[src/rtl/hex_key_buffer_pkg.sv]
// ---------------------------------------------------------------------------
// hex_keypad_pkg
// Purpose : shared types for the hex keypad scanner family (key code width,
//           key code type and the press-tracking FSM state encoding).
// Contents: KEY_W, key_code_t, press_state_t.
// ---------------------------------------------------------------------------
package hex_keypad_pkg;

    localparam int KEY_W = 4;

    typedef logic [KEY_W-1:0] key_code_t;

    typedef enum logic [1:0] {
        IDLE,
        HELD,
        RELEASE
    } press_state_t;

endpackage : hex_keypad_pkg

[src/rtl/hex_key_buffer_fifo.sv]
// ---------------------------------------------------------------------------
// key_fifo
// Purpose : small synchronous FIFO for key codes. Push and pop share one
//           clock edge. The parent only issues legal pushes/pops (drop and
//           overflow decisions live upstream).
// Ports   : clock, reset (async, active-high)
//           i_push / i_data  - write one entry
//           i_pop            - remove the head entry
//           o_data           - head entry (0 while empty)
//           o_count          - occupancy 0..DEPTH
//           o_full, o_empty  - occupancy flags
// ---------------------------------------------------------------------------
module key_fifo #(
    parameter int DEPTH = 8,
    parameter int WIDTH = 4
) (
    input  logic                     clock,
    input  logic                     reset,
    input  logic                     i_push,
    input  logic                     i_pop,
    input  logic [WIDTH-1:0]         i_data,
    output logic [WIDTH-1:0]         o_data,
    output logic [$clog2(DEPTH):0]   o_count,
    output logic                     o_full,
    output logic                     o_empty
);

    localparam int PTR_W = $clog2(DEPTH);

    logic [WIDTH-1:0] r_mem [DEPTH];
    logic [PTR_W-1:0] r_wr_ptr;
    logic [PTR_W-1:0] r_rd_ptr;
    logic [PTR_W:0]   r_count;

    // NOTE: storage has no reset; the empty flag masks stale contents, so
    // clearing the array would only cost reset fan-out.
    always_ff @(posedge clock) begin
        if (i_push) begin
            r_mem[r_wr_ptr] <= i_data;
        end
    end

    // Pointers wrap naturally because DEPTH is a power of two.
    always_ff @(posedge clock or posedge reset) begin
        if (reset) begin
            r_wr_ptr <= '0;
            r_rd_ptr <= '0;
            r_count  <= '0;
        end else begin
            if (i_push) r_wr_ptr <= r_wr_ptr + 1'b1;
            if (i_pop)  r_rd_ptr <= r_rd_ptr + 1'b1;
            case ({i_push, i_pop})
                2'b10:   r_count <= r_count + 1'b1;
                2'b01:   r_count <= r_count - 1'b1;
                default: r_count <= r_count;
            endcase
        end
    end

    assign o_empty = (r_count == '0);
    assign o_full  = (r_count == (PTR_W+1)'(DEPTH));
    assign o_count = r_count;
    // Head reads as 0 while empty so the output is defined out of reset.
    assign o_data  = o_empty ? '0 : r_mem[r_rd_ptr];

endmodule : key_fifo

[src/rtl/hex_key_buffer.sv]
// ---------------------------------------------------------------------------
// hex_key_buffer
// Purpose : turns keypad scanner hits into one key event per physical press
//           (with release debounce), optionally auto-repeats a held key, and
//           queues events for the host in a valid/ready FIFO.
// Build option: define HEX_KEY_BUFFER_REPEAT_EN to compile in auto-repeat.
// Ports   : clock, reset (async, active-high)
//           key_valid, code_in - scanner hit strobe and key code
//           row_in             - synchronised row lines, non-zero = key down
//           out_valid, out_code, out_ready - host drain interface
//           count              - FIFO occupancy
//           overflow           - one-cycle pulse when a push is dropped
// ---------------------------------------------------------------------------
module hex_key_buffer
    import hex_keypad_pkg::*;
#(
    parameter int DEPTH          = 8,
    parameter int RELEASE_CYCLES = 16,
    parameter int REPEAT_DELAY   = 1024,
    parameter int REPEAT_PERIOD  = 256
) (
    input  logic                   clock,
    input  logic                   reset,
    input  logic                   key_valid,
    input  logic [3:0]             code_in,
    input  logic [3:0]             row_in,
    output logic                   out_valid,
    output logic [3:0]             out_code,
    input  logic                   out_ready,
    output logic [$clog2(DEPTH):0] count,
    output logic                   overflow
);

    localparam int REL_W = $clog2(RELEASE_CYCLES + 1);

    if (DEPTH < 2 || (DEPTH & (DEPTH - 1)) != 0 || RELEASE_CYCLES < 1 ||
        REPEAT_DELAY < 2 || REPEAT_PERIOD < 2) begin : g_bad_params
        $error("hex_key_buffer: illegal parameter value");
    end

    press_state_t       r_state;
    logic [REL_W-1:0]   r_release_cnt;
    logic               r_overflow;
    logic               w_push;
    logic               w_push_ok;
    logic               w_pop;
    logic               w_full;
    logic               w_empty;
    key_code_t          w_push_data;
    key_code_t          w_head;
    logic [$clog2(DEPTH):0] w_count;

`ifdef HEX_KEY_BUFFER_REPEAT_EN
    localparam int HOLD_MAX = (REPEAT_DELAY > REPEAT_PERIOD) ? REPEAT_DELAY : REPEAT_PERIOD;
    localparam int HOLD_W   = $clog2(HOLD_MAX + 1);

    logic [HOLD_W-1:0] r_hold_cnt;
    logic              r_repeating;   // first repeat done, now on the period
    key_code_t         r_last_code;
    logic [HOLD_W-1:0] w_hold_next;
    logic [HOLD_W-1:0] w_hold_target;
    logic              w_repeat_hit;

    // The hold counter restarts at every repeat, so it only ever counts up to
    // the delay (first repeat) or the period (later repeats).
    always_comb begin
        w_hold_next   = r_hold_cnt + 1'b1;
        w_hold_target = r_repeating ? HOLD_W'(REPEAT_PERIOD) : HOLD_W'(REPEAT_DELAY);
        w_repeat_hit  = (r_state == HELD) && (row_in != '0) && (w_hold_next == w_hold_target);
    end
`endif

    // NOTE: every combinational output gets a default first, so no path can
    // leave it unassigned and infer a latch.
    always_comb begin
        w_push      = (r_state == IDLE) && key_valid;
        w_push_data = code_in;
`ifdef HEX_KEY_BUFFER_REPEAT_EN
        if (w_repeat_hit) begin
            w_push      = 1'b1;
            w_push_data = r_last_code;
        end
`endif
    end

    // A full FIFO still accepts a push when the head leaves on the same edge.
    assign w_pop     = !w_empty && out_ready;
    assign w_push_ok = w_push && (!w_full || w_pop);

    // NOTE: sequential state uses non-blocking assignments only, so every
    // register samples pre-edge values regardless of statement order.
    always_ff @(posedge clock or posedge reset) begin
        if (reset) begin
            r_state       <= IDLE;
            r_release_cnt <= '0;
`ifdef HEX_KEY_BUFFER_REPEAT_EN
            r_hold_cnt    <= '0;
            r_repeating   <= 1'b0;
            r_last_code   <= '0;
`endif
        end else begin
            case (r_state)
                IDLE: begin
                    if (key_valid) begin
                        r_state       <= HELD;
                        r_release_cnt <= '0;
`ifdef HEX_KEY_BUFFER_REPEAT_EN
                        r_last_code   <= code_in;
                        r_hold_cnt    <= '0;
                        r_repeating   <= 1'b0;
`endif
                    end
                end
                HELD: begin
                    if (row_in == '0) begin
                        // The first zero sample already counts toward release.
                        r_release_cnt <= REL_W'(1);
                        r_state       <= (RELEASE_CYCLES == 1) ? IDLE : RELEASE;
                    end else begin
`ifdef HEX_KEY_BUFFER_REPEAT_EN
                        if (w_repeat_hit) begin
                            r_hold_cnt  <= '0;
                            r_repeating <= 1'b1;
                        end else begin
                            r_hold_cnt  <= w_hold_next;
                        end
`endif
                    end
                end
                RELEASE: begin
                    // Hold counter stays frozen here so a bounce resumes the
                    // repeat schedule where it left off.
                    if (row_in != '0) begin
                        r_state       <= HELD;
                        r_release_cnt <= '0;
                    end else if (r_release_cnt == REL_W'(RELEASE_CYCLES - 1)) begin
                        r_state       <= IDLE;
                        r_release_cnt <= '0;
                    end else begin
                        r_release_cnt <= r_release_cnt + 1'b1;
                    end
                end
                default: begin
                    r_state <= IDLE;
                end
            endcase
        end
    end

    always_ff @(posedge clock or posedge reset) begin
        if (reset) begin
            r_overflow <= 1'b0;
        end else begin
            r_overflow <= w_push && !w_push_ok;
        end
    end

    key_fifo #(
        .DEPTH (DEPTH),
        .WIDTH (KEY_W)
    ) u_fifo (
        .clock   (clock),
        .reset   (reset),
        .i_push  (w_push_ok),
        .i_pop   (w_pop),
        .i_data  (w_push_data),
        .o_data  (w_head),
        .o_count (w_count),
        .o_full  (w_full),
        .o_empty (w_empty)
    );

    assign out_valid = !w_empty;
    assign out_code  = w_head;
    assign count     = w_count;
    assign overflow  = r_overflow;

endmodule : hex_key_buffer

[config.mk]
export PLATFORM = sky130hd
export DESIGN_NAME = hex_key_buffer
export DESIGN_NICKNAME = d
export VERILOG_FILES = /design/src/rtl/hex_key_buffer_pkg.sv /design/src/rtl/hex_key_buffer_fifo.sv /design/src/rtl/hex_key_buffer.sv
export SDC_FILE = /design/constraint.sdc
export NUM_CORES = 1
export LEC_CHECK = 0
export ABC_CLOCK_PERIOD_IN_PS = 2300
export CAP_MARGIN = 5
export CORE_UTILIZATION = 53
export CTS_BUF_LIST = sky130_fd_sc_hd__clkbuf_4
export CTS_CLUSTER_DIAMETER = 150
export DETAILED_ROUTE_END_ITERATION = 8
export GPL_ROUTABILITY_DRIVEN = 0
export GPL_TIMING_DRIVEN = 0
export HOLD_SLACK_MARGIN = 0.08
export PLACE_DENSITY = 0.77
export SLEW_MARGIN = 15
export SYNTH_ARGS = -nofsm -noshare
export SYNTH_HDL_FRONTEND = slang
export SYNTH_SLANG_ARGS = --single-unit
[constraint.sdc]
create_clock -name clock -period 2.3 [get_ports clock]
set_clock_uncertainty 0.15 [all_clocks]
set_input_delay 0.23 -clock clock [delete_from_list [all_inputs] [get_ports clock]]
set_output_delay 0.23 -clock clock [all_outputs]
set_load 0.05 [all_outputs]
==> results by stage <==
CTS:
- The TritonCTS clock tree is yes.
- The clock latency on the worst-skew pair is 360 ps.
- The number of buffers inserted during clock tree synthesis is 5.
- The maximum number of buffers from clock root to sink is 2.
- Clock tree synthesis found a total of 50 sinks.
- The level count of the clock H-tree is 2.
- After clock tree synthesis, the clock-pin slew on the worst setup and hold paths is 150 ps.
- The clock tree root buffer cell is clkbuf_4.
- The number of buffers added to fix hold violations after cts is 0.

Die:
- The die is between 60 and 70 um tall.
- The placeable core region is approximately 4400 sq um.
- The initial utilization of the core area, before any placement, comes to 0.554.
- In this run the horizontal extent of the chip is between 60 and 70 um.
- The overall die area is 4860 sq um.
- The top-level port count is 22.
- In this run the core area contains 24 standard-cell rows.

Worst setup path:
- The critical path is of the flop to flop type.
- In this run the critical register-to-register path is captured at u_fifo.o_count[3].
- The worst setup path is launched from a flop.
- At the worst endpoint, the required time is around 2400 ps.
- The arrival time at the worst endpoint is roughly 2500 ps.
- For the worst flop-to-flop path, the logic depth is 10.
- Tracing the worst setup path back leads to its startpoint at u_fifo.o_count[1].
- In this run the register-to-register setup slack is -60 ps.
- The worst setup path is captured at a flop.
- Of all nets on the critical path, the largest fanout is 3.
- In this run the critical register-to-register path is launched from u_fifo.o_count[1].

Synthesis:
- The mapped netlist covers 2430 sq um.
- A synthesized cell averages between 10 and 15 sq um.
- The post-synthesis cell type count is 45.
- The net count after synthesis is 199.
- Among all flip-flop cells after synthesis, the most frequent one is edfxtp_1.
- The share of the Yosys chip area taken by registers is 0.581.
- The register bit total from synthesis is 50.
- For this run, the number of Yosys warnings is 0.
- In the synthesized netlist, the number of instances is 176.
- The fraction of registers with async set or reset after synthesis is 0.360.
- The synthesized design contains 32 enable-type register cells.

STA:
- The final critical-path setup slack is -60.5 ps.
- The hold violation count in the final report came to 0.
- Setup repair after global routing could not meet its margin everywhere.
- The relative slew slack is 0.388.
- The worst-case hold slack is 101 ps.
- The actual slew at the worst max-slew pin is approximately 900 ps.
- The final-report setup violation count is 2.
- The count of pins over their slew limit is 0.
- After layout, the minimum clock period comes to 2360 ps.
- Timing would allow up to approximately 420 MHz.
- Dividing the final minimum period by the clock period gives 1.03.

Routing:
- The remaining number of nets flagged by the antenna check after routing is 0.
- The average detailed-routed wire length per instance is 17.1 um.
- Dividing the detail-routed via count by the number of cells gives 5.90.
- The total vias in the final route is 1606.
- The number of DRC markers in iteration 0 is ~150.
- Summed over all layers, the routed wires come to 4650 um.
- The detailed-routing iteration count for the pre-antenna-repair pass is 4.
- The total DRC errors in the routed layout is 0.

Run status:
- The checks that failed: setup timing.
- The flow ran to the end, but the final reports show violations.

Global routing:
- The initial antenna violation count was 0.
- The first-pass GRT wire length is between 7000 and 8000 um.
- For this run, the total global-route usage over all layers was measured as 0.197.
- The via count of the first global-routing pass is approximately 1600.
- Entering global routing, the biggest net connects 19 pins.
- Summed over all layers, the global routing overflow is 0.

Placed design:
- The total cell area at the placement stage is approximately 2800 sq um.
- The number of instances in the placed design is approximately 250.
- The post-DP HPWL is 3140 um.
- The count of buffers added on input and output ports is 20.

Finish:
- The final layout net count is approximately 240.
- The end-of-flow core utilization is 0.698.
- The fraction of final layout cells with drive strength greater than 1 is 0.309.
- The layout has around 290 filler cells.
- 0 antenna diodes ended up in the layout.
- The count of cells in the finished layout, fillers not included, comes to ~270.
- From synthesis to final layout, the design area changed by 26.0%.
- The final non-filler cell area is around 3100 sq um.

Pwr:
- The leakage power total is 0.00118 uW.
- For this design the ratio of total power to cell area is ~1400 nW/um^2.
- Across the VDD grid, the largest voltage drop is between 700 and 800 uV.

Job:
- Across the run, the number of max-cap violations was 0.

Hold path:
- The path class of the tightest hold or removal check is input port to async pin.
## metal layers
layer,GRT usage,vias to the layer above,wire length [um]
met5,0,-,0
met4,0.0422,0,43
met3,0.0436,6,249
met2,0.328,49,2420
met1,0.268,803,1940
li1,-,748,-
## worst max path at each step
stage,depth (start not counted),to,slack (ps)
5_1_grt,10,u_fifo.o_count[3],-140
3_3_place_gp,5,u_fifo.r_mem[4][2],-250
6_report,10,u_fifo.o_count[3],-60
2_1_floorplan,10,u_fifo.o_count[3],-310
3_5_place_dp,6,u_fifo.r_mem[4][2],-320
4_1_cts,10,u_fifo.o_count[3],-40
## cell usage after synthesis, types with 2 or more instances
cell type,number,area [sq um]
edfxtp_1,32,961
dfrtp_1,18,450
ha_1,10,125
nand2_1,10,37.5
nor2_1,10,37.5
inv_1,9,33.8
mux4_2,8,180
nand3_1,7,35.0
a21oi_1,6,30.0
mux2i_1,5,50.1
nor3_1,5,25.0
nor4_1,4,25.0
xnor2_1,4,35.0
clkbuf_1,3,11.3
nand2b_1,3,18.8
a21o_1,2,15.0
a31oi_1,2,12.5
buf_2,2,10.0
mux2_1,2,22.5
mux2_2,2,22.5
nand4_1,2,12.5
nor2b_1,2,12.5
o21ai_1,2,10.0
o22ai_1,2,12.5
o31ai_1,2,15.0
o41ai_2,2,32.5
xor2_1,2,17.5
## power by group
group / internal, uW / total, uW / switching [uW]
clock network: 235 / 509 / 274
registers: 1130 / 1320 / 188
logic: 1090 / 2400 / 1310
## critical path, cell delays in order, from the launching register on
cell	delay (ps)
dfrtp_2	430
or3_4	420
nor2_8	140
inv_8	40
nand3_4	100
inv_6	50
ha_4	300
a21oi_4	70
a211o_1	310
a31oi_1	160
o21ai_1	80
## layout make-up
class / count / area [sq um] / share of cell area
Tap cell: 52 / 65.1 / 0.0213
Buffer: 4 / 27.5 / 0.00899
Sequential cell: 50 / 1420 / 0.463
Clock buffer: 5 / 37.5 / 0.0123
Multi-Input combinational cell: 110 / 1060 / 0.345
Inverter: 11 / 53.8 / 0.0176
Timing Repair Buffer: 37 / 357 / 0.117
Clock inverter: 3 / 47.5 / 0.0155
## logic make-up (layout without fill, tap and decap cells)
kind of cell	after synthesis	after routing	synth area share
AO/OA/AOI/OAI	26	26	0.0839
XOR/XNOR	6	6	0.0216
buffers and inverters	16	60	0.0268
adder cells (fa/ha/maj)	11	11	0.0597
AND/OR/NAND/NOR	50	50	0.114
flip-flops	50	50	0.581
multiplexers	17	17	0.113
## stage by stage
| stage | TNS, ps | power, uW | worst slack [ps] |
|---|---|---|---|
| floorplan | -348 | 2810 | -312 |
| global placement | -2290 | 3220 | -246 |
| global route | -390 | 4470 | -144 |
| finish | -81.4 | 4220 | -60.5 |
| detailed placement | -3780 | 3310 | -320 |
| CTS | -69.5 | 3960 | -37.2 |
## registers in the layout, summed over array words and instances, names as in the netlist
register	count
u_fifo.o_count	4
r_release_cnt	5
u_fifo.r_rd_ptr	3
u_fifo.r_mem	32
u_fifo.r_wr_ptr	3
overflow	1
r_state	2
## layout by cell type, fill, tap and decap left out, types with 5 or more instances in the layout
| master | synthesis | layout |
|---|---|---|
| nand3_1 | 7 | 6 |
| edfxtp_1 | 32 | 32 |
| mux2i_1 | 5 | 5 |
| mux4_2 | 8 | 8 |
| inv_1 | 9 | 9 |
| buf_6 | 0 | 6 |
| dfrtp_1 | 18 | 14 |
| nor2_1 | 10 | 7 |
| nand2_1 | 10 | 9 |
| buf_4 | 0 | 14 |
| ha_1 | 10 | 7 |
| clkdlybuf4s50_1 | 0 | 15 |
| clkbuf_4 | 0 | 5 |
## repair_timing
item,CTS,global route
hold endpoints to repair,0,0
pin swaps,6,3
gates resized for setup,36,16
endpoints found under the setup margin,22,6
buffers inserted,10,6
gates cloned,0,1
No activity file was read; power rests on OpenSTA's default activity.
